### src/rtl/board_sequencer_if.sv
// rtl/board_sequencer_if.sv - board sequencer signal bundle: frame/player inputs and board offset outputs
interface board_sequencer_if;
  logic        vblnk_in;
  logic [11:0] p1_xpos;
  logic [11:0] p2_xpos;
  logic [1:0]  right_of_way;
  logic        game_restart;
  logic [2:0]  board_controller;
  logic        board_change;
  logic        transition_busy;
  logic        respawn;
  logic        win_p1;
  logic        win_p2;
  logic [1:0]  torch_frame;

  // Timing chain / game logic side: drives frame and player state, reads board state
  modport master (
    output vblnk_in, p1_xpos, p2_xpos, right_of_way, game_restart,
    input  board_controller, board_change, transition_busy, respawn,
           win_p1, win_p2, torch_frame
  );

  // Sequencer side
  modport slave (
    input  vblnk_in, p1_xpos, p2_xpos, right_of_way, game_restart,
    output board_controller, board_change, transition_busy, respawn,
           win_p1, win_p2, torch_frame
  );
endinterface

### src/rtl/board_sequencer.sv
// rtl/board_sequencer.sv - arena board offset sequencer (optional torch animation via TORCH_ANIM_EN)
module board_sequencer #(
  parameter int EDGE_RIGHT   = 1000,
  parameter int EDGE_LEFT    = 24,
  parameter int TRANS_FRAMES = 30,
  parameter int TORCH_DIV    = 8
) (
  input logic               clk,
  input logic               reset,
  board_sequencer_if.slave  bus
);

  typedef enum logic [1:0] {
    ST_PLAY  = 2'd0,
    ST_TRANS = 2'd1,
    ST_WIN   = 2'd2
  } state_t;

  localparam int          CW         = (TRANS_FRAMES > 1) ? $clog2(TRANS_FRAMES) : 1;
  localparam logic [CW-1:0] CNT_LAST = CW'(TRANS_FRAMES - 1);
  localparam logic [11:0] EDGE_R     = 12'(EDGE_RIGHT);
  localparam logic [11:0] EDGE_L     = 12'(EDGE_LEFT);
  localparam logic [2:0]  OFF_MAX    = 3'b010;  // +2
  localparam logic [2:0]  OFF_MIN    = 3'b110;  // -2

  logic          vblnk_d_q;
  logic          arm_q;
  logic          tick_d;
  logic          tick_q;
  state_t        state_q;
  logic [2:0]    offset_q;
  logic [CW-1:0] cnt_q;
  logic          change_q;
  logic          busy_q;
  logic          respawn_q;
  logic          win1_q;
  logic          win2_q;
  logic          p1_exit;
  logic          p2_exit;

  // arm_q suppresses the first post-reset sample so a vblank already high at
  // reset release is not mistaken for a fresh rising edge.
  assign tick_d  = bus.vblnk_in & ~vblnk_d_q & arm_q;

  assign p1_exit = (bus.right_of_way == 2'b01) && (bus.p1_xpos >= EDGE_R);
  assign p2_exit = (bus.right_of_way == 2'b10) && (bus.p2_xpos <= EDGE_L);

  // Vblank rising-edge detector, registered so decisions land one cycle later
  always_ff @(posedge clk or negedge reset) begin
    if (!reset) begin
      vblnk_d_q <= 1'b0;
      arm_q     <= 1'b0;
      tick_q    <= 1'b0;
    end else begin
      vblnk_d_q <= bus.vblnk_in;
      arm_q     <= 1'b1;
      tick_q    <= tick_d;
    end
  end

  // Board FSM: restart has priority over any frame tick in the same cycle
  always_ff @(posedge clk or negedge reset) begin
    if (!reset) begin
      state_q   <= ST_PLAY;
      offset_q  <= 3'b000;
      cnt_q     <= '0;
      change_q  <= 1'b0;
      busy_q    <= 1'b0;
      respawn_q <= 1'b0;
      win1_q    <= 1'b0;
      win2_q    <= 1'b0;
    end else begin
      change_q  <= 1'b0;
      respawn_q <= 1'b0;
      if (bus.game_restart) begin
        change_q  <= (offset_q != 3'b000);
        offset_q  <= 3'b000;
        win1_q    <= 1'b0;
        win2_q    <= 1'b0;
        busy_q    <= 1'b0;
        cnt_q     <= '0;
        respawn_q <= 1'b1;
        state_q   <= ST_PLAY;
      end else if (tick_q) begin
        case (state_q)
          ST_PLAY: begin
            if (p1_exit) begin
              if (offset_q != OFF_MAX) begin
                offset_q <= offset_q + 3'd1;
                change_q <= 1'b1;
                busy_q   <= 1'b1;
                cnt_q    <= '0;
                state_q  <= ST_TRANS;
              end else begin
                win1_q  <= 1'b1;
                state_q <= ST_WIN;
              end
            end else if (p2_exit) begin
              if (offset_q != OFF_MIN) begin
                offset_q <= offset_q - 3'd1;
                change_q <= 1'b1;
                busy_q   <= 1'b1;
                cnt_q    <= '0;
                state_q  <= ST_TRANS;
              end else begin
                win2_q  <= 1'b1;
                state_q <= ST_WIN;
              end
            end
          end
          ST_TRANS: begin
            if (cnt_q == CNT_LAST) begin
              busy_q    <= 1'b0;
              respawn_q <= 1'b1;
              state_q   <= ST_PLAY;
            end else begin
              cnt_q <= cnt_q + 1'b1;
            end
          end
          ST_WIN: begin
            state_q <= ST_WIN;
          end
          default: begin
            state_q <= ST_PLAY;
          end
        endcase
      end
    end
  end

  assign bus.board_controller = offset_q;
  assign bus.board_change     = change_q;
  assign bus.transition_busy  = busy_q;
  assign bus.respawn          = respawn_q;
  assign bus.win_p1           = win1_q;
  assign bus.win_p2           = win2_q;

`ifdef TORCH_ANIM_EN
  localparam int            DW       = (TORCH_DIV > 1) ? $clog2(TORCH_DIV) : 1;
  localparam logic [DW-1:0] DIV_LAST = DW'(TORCH_DIV - 1);

  logic [DW-1:0] div_q;
  logic [1:0]    torch_q;

  // Torch divider runs on every frame tick regardless of game state or restart
  always_ff @(posedge clk or negedge reset) begin
    if (!reset) begin
      div_q   <= '0;
      torch_q <= 2'b00;
    end else if (tick_q) begin
      if (div_q == DIV_LAST) begin
        div_q   <= '0;
        torch_q <= torch_q + 2'd1;
      end else begin
        div_q <= div_q + 1'b1;
      end
    end
  end

  assign bus.torch_frame = torch_q;
`else
  logic unused_torch_div;
  assign unused_torch_div = ^32'(TORCH_DIV);
  assign bus.torch_frame  = 2'b00;
`endif

endmodule

### src/flat_wrapper.sv
// flat-port wrapper written by rule: the top's interface ports become plain ports
module board_sequencer_flat 
#(
  parameter int EDGE_RIGHT   = 1000,
  parameter int EDGE_LEFT    = 24,
  parameter int TRANS_FRAMES = 30,
  parameter int TORCH_DIV    = 8
)
  (clk, reset, bus_vblnk_in, bus_p1_xpos, bus_p2_xpos, bus_right_of_way, bus_game_restart, bus_board_controller, bus_board_change, bus_transition_busy, bus_respawn, bus_win_p1, bus_win_p2, bus_torch_frame);
  board_sequencer_if bus_i ();
  input logic clk;
  input logic reset;
  input wire logic [$bits(bus_i.vblnk_in)-1:0] bus_vblnk_in;
  input wire logic [$bits(bus_i.p1_xpos)-1:0] bus_p1_xpos;
  input wire logic [$bits(bus_i.p2_xpos)-1:0] bus_p2_xpos;
  input wire logic [$bits(bus_i.right_of_way)-1:0] bus_right_of_way;
  input wire logic [$bits(bus_i.game_restart)-1:0] bus_game_restart;
  output wire logic [$bits(bus_i.board_controller)-1:0] bus_board_controller;
  output wire logic [$bits(bus_i.board_change)-1:0] bus_board_change;
  output wire logic [$bits(bus_i.transition_busy)-1:0] bus_transition_busy;
  output wire logic [$bits(bus_i.respawn)-1:0] bus_respawn;
  output wire logic [$bits(bus_i.win_p1)-1:0] bus_win_p1;
  output wire logic [$bits(bus_i.win_p2)-1:0] bus_win_p2;
  output wire logic [$bits(bus_i.torch_frame)-1:0] bus_torch_frame;
  assign bus_i.vblnk_in = bus_vblnk_in;
  assign bus_i.p1_xpos = bus_p1_xpos;
  assign bus_i.p2_xpos = bus_p2_xpos;
  assign bus_i.right_of_way = bus_right_of_way;
  assign bus_i.game_restart = bus_game_restart;
  assign bus_board_controller = bus_i.board_controller;
  assign bus_board_change = bus_i.board_change;
  assign bus_transition_busy = bus_i.transition_busy;
  assign bus_respawn = bus_i.respawn;
  assign bus_win_p1 = bus_i.win_p1;
  assign bus_win_p2 = bus_i.win_p2;
  assign bus_torch_frame = bus_i.torch_frame;
  board_sequencer #(.EDGE_RIGHT(EDGE_RIGHT), .EDGE_LEFT(EDGE_LEFT), .TRANS_FRAMES(TRANS_FRAMES), .TORCH_DIV(TORCH_DIV)) u_core (.clk(clk), .reset(reset), .bus(bus_i));
endmodule
### config.mk
export PLATFORM = sky130hd
export DESIGN_NAME = board_sequencer_flat
export DESIGN_NICKNAME = d
export VERILOG_FILES = /design/src/rtl/board_sequencer_if.sv /design/src/rtl/board_sequencer.sv /design/src/flat_wrapper.sv
export SDC_FILE = /design/constraint.sdc
export NUM_CORES = 1
export LEC_CHECK = 0
export CAP_MARGIN = 20
export CELL_PAD_IN_SITES_DETAIL_PLACEMENT = 0
export CELL_PAD_IN_SITES_GLOBAL_PLACEMENT = 2
export CORE_AREA = 2 2 69 71
export CTS_BUF_LIST = sky130_fd_sc_hd__clkbuf_2 sky130_fd_sc_hd__clkbuf_4 sky130_fd_sc_hd__clkbuf_8
export DETAILED_ROUTE_END_ITERATION = 8
export DIE_AREA = 0 0 71 73
export GPL_TIMING_DRIVEN = 1
export HOLD_SLACK_MARGIN = 0.08
export PLACE_DENSITY = 0.82
export SLEW_MARGIN = 20
export SYNTH_ARGS = -nofsm -noshare
export SYNTH_HDL_FRONTEND = slang
export SYNTH_SLANG_ARGS = --single-unit
### constraint.sdc
create_clock -name clk -period 2.33 [get_ports clk]
set_clock_uncertainty 0.1 [all_clocks]
set_input_delay 0.233 -clock clk [delete_from_list [all_inputs] [get_ports clk]]
set_output_delay 0.233 -clock clk [all_outputs]
set_load 0.01 [all_outputs]
==> Yosys cells after proc, flatten, opt, wreduce, memory -nomap -nowiden <==
Index checks and enable logic that the tools add are counted.
{ "op_classes": {"addsub": 3, "n_lt_le_gt_ge": 2, "n_eq_ne": 16, "mux": 53, "n_bitwise": 3, "reduce_logical": 17} }
{ "op_table": {"columns": ["operator", "n"], "rows": [
  ["$mux W5", 7],
  ["$mux W1", 29],
  ["$mux W3", 7],
  ["$mux W2", 7],
  ["$ge A12 B10 Y1 const B", 1],
  ["$le A12 B5 Y1 const B", 1],
  ["$reduce_and A6 Y1", 2],
  ["$reduce_bool A3 Y1", 4],
  ["$pmux W5 S2", 1],
  ["$reduce_and A5 Y1", 2],
  ["$ne A3 B3 Y1 const B", 3],
  ["$ne A4 B2 Y1 const B", 2],
  ["$reduce_bool A2 Y1", 4],
  ["$ne A2 B2 Y1 const B", 3],
  ["$ne A3 B2 Y1 const B", 2],
  ["$pmux W2 S3", 1],
  ["$add A5 B1 Y5 const B", 1],
  ["$eq A5 B5 Y1 const B", 1],
  ["$eq A2 B1 Y1 const B", 2],
  ["$eq A2 B2 Y1 const B", 2],
  ["$ne A4 B4 Y1 const B", 1],
  ["$reduce_and A4 Y1", 1],
  ["$add A3 B1 Y3 const B", 1],
  ["$reduce_and A3 Y1", 1],
  ["other kinds (6)", 8]
]} }
{ "totals": {"ff_bits": 18, "in_bits": 30, "output_inout_bits": 10, "wordCells": 105} }

==> Longest topological paths before layout <==
{ "depth": {"ltp_word": 7, "ltp_mapped": 7} }

==> Least setup slack after synthesis <==
OpenSTA, ideal clock, no wires.
{ "synth_path": {"path_kind": "input to register", "start": "input port bus_p1_xpos[4]", "end": "register u_core.offset_q[2] (netlist: u_core.bus.board_controller[2])", "arrival_time_ps": 1927, "setup_slack_ps": 175, "stages": 7, "cell_sequence": "o21ai_0 o21a_1 nor2_1 fa_1 or3_1 a211oi_1 mux2_1"} }
{ "synth_via": {"elab_chain_cells": 6} }
{ "synth_rtl": {"columns": ["element", "line", "rtl"], "rows": [
  ["from (decl)", "flat_wrapper.sv:14", "input wire logic [$bits(bus_i.p1_xpos)-1:0] bus_p1_xpos;"],
  ["$ge A12 B10 Y1 (*)", "board_sequencer.sv:45", "assign p1_exit = (bus.right_of_way == 2'b01) && (bus.p1_xpos >= EDGE_R);"],
  ["$logic_and A1 B1 Y1 (*)", "board_sequencer.sv:45", null],
  ["$mux W3", "board_sequencer.sv:87", "if (p1_exit) begin"],
  ["$mux W3", "board_sequencer.sv:85", "case (state_q)"],
  ["$mux W3", "board_sequencer.sv:84", "end else if (tick_q) begin"],
  ["$mux W3", "board_sequencer.sv:75", "if (bus.game_restart) begin"],
  ["to (signal assigned)", "board_sequencer.sv:89", "offset_q <= offset_q + 3'd1;"],
  ["to (signal assigned)", "board_sequencer.sv:100", "offset_q <= offset_q - 3'd1;"],
  ["to (decl)", "board_sequencer.sv:31", "logic [2:0] offset_q;"]
]} }
Every way passes the cells marked *; elsewhere a longest branch is shown, timed or not. The select of a mux whose other input is x is not followed.
A chain may end at the register's enable or synchronous reset.

==> Final worst setup path <==
{ "layout_path": {"start": "input port bus_p2_xpos[9]", "end": "register u_core.busy_q (netlist: u_core.bus.transition_busy)"} }
{ "layout_via": {"elab_chain_cells": 4} }
{ "layout_rtl": {"columns": ["element", "line", "rtl"], "rows": [
  ["from (decl)", "flat_wrapper.sv:15", "input wire logic [$bits(bus_i.p2_xpos)-1:0] bus_p2_xpos;"],
  ["$le A12 B5 Y1", "board_sequencer.sv:46", "assign p2_exit = (bus.right_of_way == 2'b10) && (bus.p2_xpos <= EDGE_L);"],
  ["$logic_and A1 B1 Y1", "board_sequencer.sv:46", null],
  ["$ne A4 B2 Y1 (no line)", null, null],
  ["$reduce_and A6 Y1 (no line)", null, null],
  ["to (signal assigned)", "board_sequencer.sv:68", "busy_q <= 1'b0;"],
  ["to (signal assigned)", "board_sequencer.sv:80", "busy_q <= 1'b0;"],
  ["to (signal assigned)", "board_sequencer.sv:91", "busy_q <= 1'b1;"],
  ["to (decl)", "board_sequencer.sv:34", "logic busy_q;"]
]} }
No other way between the ends.

==> impl_results.html <==
<table>
<tr><th>Metric</th><th>Value</th></tr>
<tr><th colspan="2">Setup path</th></tr>
<tr><td>Dominant delay contributor by cell family on the critical path</td><td>simple AND/OR/NAND/NOR gates</td></tr>
<tr><td>Crit path buffers/inverters</td><td>1</td></tr>
<tr><td>Data arrival time of the critical path</td><td>2300 ps</td></tr>
<tr><td>Largest stage delay, worst path</td><td>520 ps</td></tr>
<tr><td>Worst setup path category</td><td>in -&gt; reg</td></tr>
<tr><td>Critical path's slowest cell</td><td>sky130_fd_sc_hd__or4b_4</td></tr>
<tr><td>Worst Path Required</td><td>2340 ps</td></tr>
<tr><td>Worst-path cell chain</td><td>clkdlybuf4s50_1 &gt; or4b_4 &gt; or3b_4 &gt; a2bb2oi_4 &gt; a211oi_4 &gt; o221ai_1</td></tr>
<tr><td>Endpoint kind of the worst setup timing path</td><td>flop</td></tr>
<tr><td>Kind of launch point of the worst setup path</td><td>primary input</td></tr>
<tr><td>CP Max Fanout</td><td>6</td></tr>
<tr><th colspan="2">Pwr</th></tr>
<tr><td>Switching pwr</td><td>0.173 mW</td></tr>
<tr><td>Clock power frac</td><td>34.5%</td></tr>
<tr><td>Areal power density over the cells</td><td>435 nW/um^2</td></tr>
<tr><td>Leakage Power</td><td>0.670 nW</td></tr>
<tr><td>Part of the power in combinational logic</td><td>19.3%</td></tr>
<tr><td>P_int</td><td>0.554 mW</td></tr>
<tr><td>Net Sw Frac</td><td>23.8%</td></tr>
<tr><td>Relative contribution of sequential cells to total power</td><td>46.2%</td></tr>
<tr><td>Maximum VDD drop</td><td>0.266 mV</td></tr>
<tr><th colspan="2">Routing</th></tr>
<tr><td>Detailed-route DRC error count</td><td>0</td></tr>
<tr><td>Total wire length</td><td>2.81 mm</td></tr>
<tr><td>Overall via count from detail_route</td><td>1088</td></tr>
<tr><td>Number of antenna-violating nets in the routed design</td><td>0</td></tr>
<tr><td>Mean routed wirelength per cell</td><td>12.8 um</td></tr>
<tr><td>DRT iter0 DRCs</td><td>48</td></tr>
<tr><td>Via count normalized by instance count</td><td>4.97</td></tr>
<tr><td>Detailed Routing Iterations Pass 1</td><td>4</td></tr>
<tr><th colspan="2">Timing</th></tr>
<tr><td>Minimum clock period</td><td>2290 ps</td></tr>
<tr><td>Worst slew slack as a fraction of its limit</td><td>64.5%</td></tr>
<tr><td>Final setup margin</td><td>42.4 ps</td></tr>
<tr><td>Hold WS</td><td>204 ps</td></tr>
<tr><td>Unrepaired setup endpoints after global routing</td><td>true</td></tr>
<tr><td>Final setup viols</td><td>0</td></tr>
<tr><td>Number of hold violations in the final report</td><td>0</td></tr>
<tr><td>Maximum operating frequency</td><td>437 MHz</td></tr>
<tr><td>Measured slew at the worst slew-check pin</td><td>531 ps</td></tr>
<tr><td>Portion of the clock cycle consumed by the worst path in the final layout</td><td>98.2%</td></tr>
<tr><td>Final Max Slew Viols</td><td>0</td></tr>
<tr><th colspan="2">Final layout</th></tr>
<tr><td>Layout Utilization</td><td>36.8%</td></tr>
<tr><td>Antenna cell count</td><td>0</td></tr>
<tr><td>Register area</td><td>450 sq um</td></tr>
<tr><td>Synthesis-to-finish area growth</td><td>50.7%</td></tr>
<tr><td>Layout Cells excl Fill</td><td>219</td></tr>
<tr><td>Multi-input combinational cell area</td><td>639 sq um</td></tr>
<tr><td>Number of fill cells</td><td>452</td></tr>
<tr><td>Layout cell share with drive strength beyond 1</td><td>18.2%</td></tr>
<tr><td>Final net count</td><td>199</td></tr>
<tr><th colspan="2">CTS</th></tr>
<tr><td>CTS Sinks</td><td>18</td></tr>
<tr><td>Number of buffers on the longest clock path</td><td>2</td></tr>
<tr><td>H-tree depth</td><td>1</td></tr>
<tr><td>TritonCTS Buffers</td><td>3</td></tr>
<tr><td>Hold buffer count at CTS</td><td>0</td></tr>
<tr><td>Clock latency of the later-clocked register in the worst-skew pair</td><td>250 ps</td></tr>
<tr><td>CTS tree</td><td>built</td></tr>
<tr><td>Clk slew on worst S/H paths</td><td>70 ps</td></tr>
<tr><td>Clk Tree Root Cell</td><td>sky130_fd_sc_hd__clkbuf_8</td></tr>
<tr><th colspan="2">Placed design</th></tr>
<tr><td>Dpl cells</td><td>215</td></tr>
<tr><td>Count of input and output buffers</td><td>34</td></tr>
<tr><td>Post-Place Worst Slack</td><td>-357 ps</td></tr>
<tr><td>Final GP Congestion</td><td>0.751</td></tr>
<tr><td>DPL Wire Length</td><td>2.18 mm</td></tr>
<tr><th colspan="2">Yosys</th></tr>
<tr><td>Commonest register cell after synthesis</td><td>sky130_fd_sc_hd__dfrtp_1</td></tr>
<tr><td>Share of synthesized area occupied by flip-flops and latches</td><td>40.6%</td></tr>
<tr><td>Cell variety after synth</td><td>45</td></tr>
<tr><td>Ys async rst share</td><td>100%</td></tr>
<tr><td>Number of synthesis warnings</td><td>0</td></tr>
<tr><td>Combined area of all synthesized cells</td><td>1110 sq um</td></tr>
<tr><td>Post-synth EDFFs</td><td>0</td></tr>
<tr><td>Avg Cell Area, Syn</td><td>9.32 sq um</td></tr>
<tr><td>Cell count after synthesis</td><td>119</td></tr>
<tr><td>Synthesized flop and latch total</td><td>18</td></tr>
<tr><th colspan="2">Flow run</th></tr>
<tr><td>Max_cap viols</td><td>0</td></tr>
<tr><th colspan="2">GRT</th></tr>
<tr><td>Final global-route overflow total</td><td>0</td></tr>
<tr><td>All-layer global routing usage</td><td>11.4%</td></tr>
<tr><td>Number of global-route vias before repair</td><td>1064</td></tr>
<tr><td>Initial antenna violation count</td><td>0</td></tr>
<tr><td>Global-route wire length before repair</td><td>4.74 mm</td></tr>
<tr><td>Pin count of the biggest net entering global routing</td><td>19</td></tr>
<tr><th colspan="2">Min path</th></tr>
<tr><td>Worst hold path class</td><td>in -&gt; async</td></tr>
<tr><th colspan="2">Floorplanning</th></tr>
<tr><td>Starting density of the core</td><td>24.4%</td></tr>
<tr><td>Number of placement rows</td><td>25</td></tr>
<tr><td>Count of boundary I/O pins</td><td>40</td></tr>
<tr><td>Core box area</td><td>4540 sq um</td></tr>
<tr><td>Die Ht</td><td>73 um</td></tr>
<tr><td>Area of the die</td><td>5180 sq um</td></tr>
<tr><td>Die Span X</td><td>71 um</td></tr>
<tr><th colspan="2">Outcome</th></tr>
<tr><td>Status</td><td>complete, no violations</td></tr>
</table>
[routing by layer]
| metal | track usage (%) | up-vias | part of all wire (%) |
|---|---|---|---|
| li1 | - | 533 | - |
| met1 | 14.2 | 541 | 45 |
| met2 | 19.7 | 12 | 52 |
| met3 | 2.76 | 2 | 2.9 |
| met4 | 3.56 | 0 | 0.68 |
| met5 | 0 | - | 0 |
[kinds of logic (layout without fill, tap and decap cells)]
group | count (synthesis) | after routing | synth area share (%)
other cells | 2 | 3 | 0.677
fa+ha+maj | 3 | 3 | 4.06
mux | 1 | 1 | 1.02
flops | 18 | 18 | 40.6
simple gates | 46 | 46 | 24.4
buf+inv | 11 | 56 | 5.30
compound gates | 38 | 38 | 23.9
[state kept, by name (all words and copies together), names as in the netlist]
register and flops:
u_core.cnt_q 5, u_core.bus.board_controller 3, u_core.state_q 2, u_core.arm_q 1
u_core.bus.board_change 1, u_core.bus.respawn 1, u_core.bus.transition_busy 1, u_core.bus.win_p1 1
u_core.bus.win_p2 1, u_core.tick_q 1, u_core.vblnk_d_q 1
[what timing repair did]
item                                    4_1_cts  5_1_grt
endpoints found under the hold margin         0        0
pin swaps                                     0        7
gates resized for setup                       2       10
endpoints found under the setup margin        1        8
buffers inserted                              0        0
[path summary, 6_finish.rpt]
check / start / end / slack, ps / cells past startpoint
max in group asynchronous: reset / u_core.bus.respawn / 1730 / 2
worst max-delay path: bus_p2_xpos[9] / u_core.bus.transition_busy / 40 / 6
worst min-delay path: reset / u_core.cnt_q[1] / 200 / 2
min in group clk: u_core.vblnk_d_q / u_core.tick_q / 310 / 1
worst min register to register: u_core.vblnk_d_q / u_core.tick_q / 310 / 1
worst max register to register: u_core.bus.board_controller[1] / u_core.bus.board_controller[2] / 270 / 5
[layout make-up]
class	count	share of cell area, %
Multi-Input combinational cell	91	38.3
Sequential cell	18	27.0
Timing Repair Buffer	45	25.8
Tap cell	54	4.04
Clock buffer	4	3.30
Inverter	7	1.57
[metrics by stage]
| stage | power, mW | area (sq um) | setup TNS [ps] |
|---|---|---|---|
| detailed placement | 0.476 | 1570 | -2190 |
| global placement | 0.475 | 1570 | -1970 |
| finish | 0.727 | 1670 | 0 |
| global route | 0.770 | 1670 | -64.7 |
| CTS | 0.732 | 1630 | 0 |
| floorplan | 0.399 | 1110 | 0 |
[cell usage in the layout, fill, tap and decap left out, types with 3 or more instances in the layout]
cell                              count
sky130_fd_sc_hd__inv_1                7
sky130_fd_sc_hd__nor2_1               8
sky130_fd_sc_hd__a221oi_1             3
sky130_fd_sc_hd__a31oi_1              4
sky130_fd_sc_hd__nand3_1              5
sky130_fd_sc_hd__nand2_1              6
sky130_fd_sc_hd__conb_1               3
sky130_fd_sc_hd__a21oi_1              5
sky130_fd_sc_hd__clkbuf_8             4
sky130_fd_sc_hd__buf_4               10
sky130_fd_sc_hd__clkdlybuf4s50_1     32
sky130_fd_sc_hd__or2_2                3
sky130_fd_sc_hd__dfrtp_1             18
sky130_fd_sc_hd__o21ai_0             11
[cells in the mapped netlist (3+ instances only)]
cell | count | share of area [%]
sky130_fd_sc_hd__a31oi_1 | 4 | 2.3
sky130_fd_sc_hd__o21ai_0 | 13 | 5.9
sky130_fd_sc_hd__or3_1 | 3 | 1.7
sky130_fd_sc_hd__a221oi_1 | 3 | 2.4
sky130_fd_sc_hd__nand3_1 | 5 | 2.3
sky130_fd_sc_hd__inv_1 | 7 | 2.4
sky130_fd_sc_hd__nand2_1 | 6 | 2.0
sky130_fd_sc_hd__or2_2 | 3 | 1.7
sky130_fd_sc_hd__nor2_1 | 8 | 2.7
sky130_fd_sc_hd__dfrtp_1 | 18 | 41
sky130_fd_sc_hd__a21oi_1 | 6 | 2.7
[power by group through the flow]
stage / registers (mW) / logic, mW / clock network (mW)
2_1_floorplan: 0.341 / 0.0585 / 0
3_3_place_gp: 0.342 / 0.133 / 0
3_5_place_dp: 0.341 / 0.135 / 0
4_1_cts: 0.336 / 0.136 / 0.259
5_1_grt: 0.338 / 0.158 / 0.275
6_report: 0.336 / 0.140 / 0.250
Power figures use the tool's default switching activity.
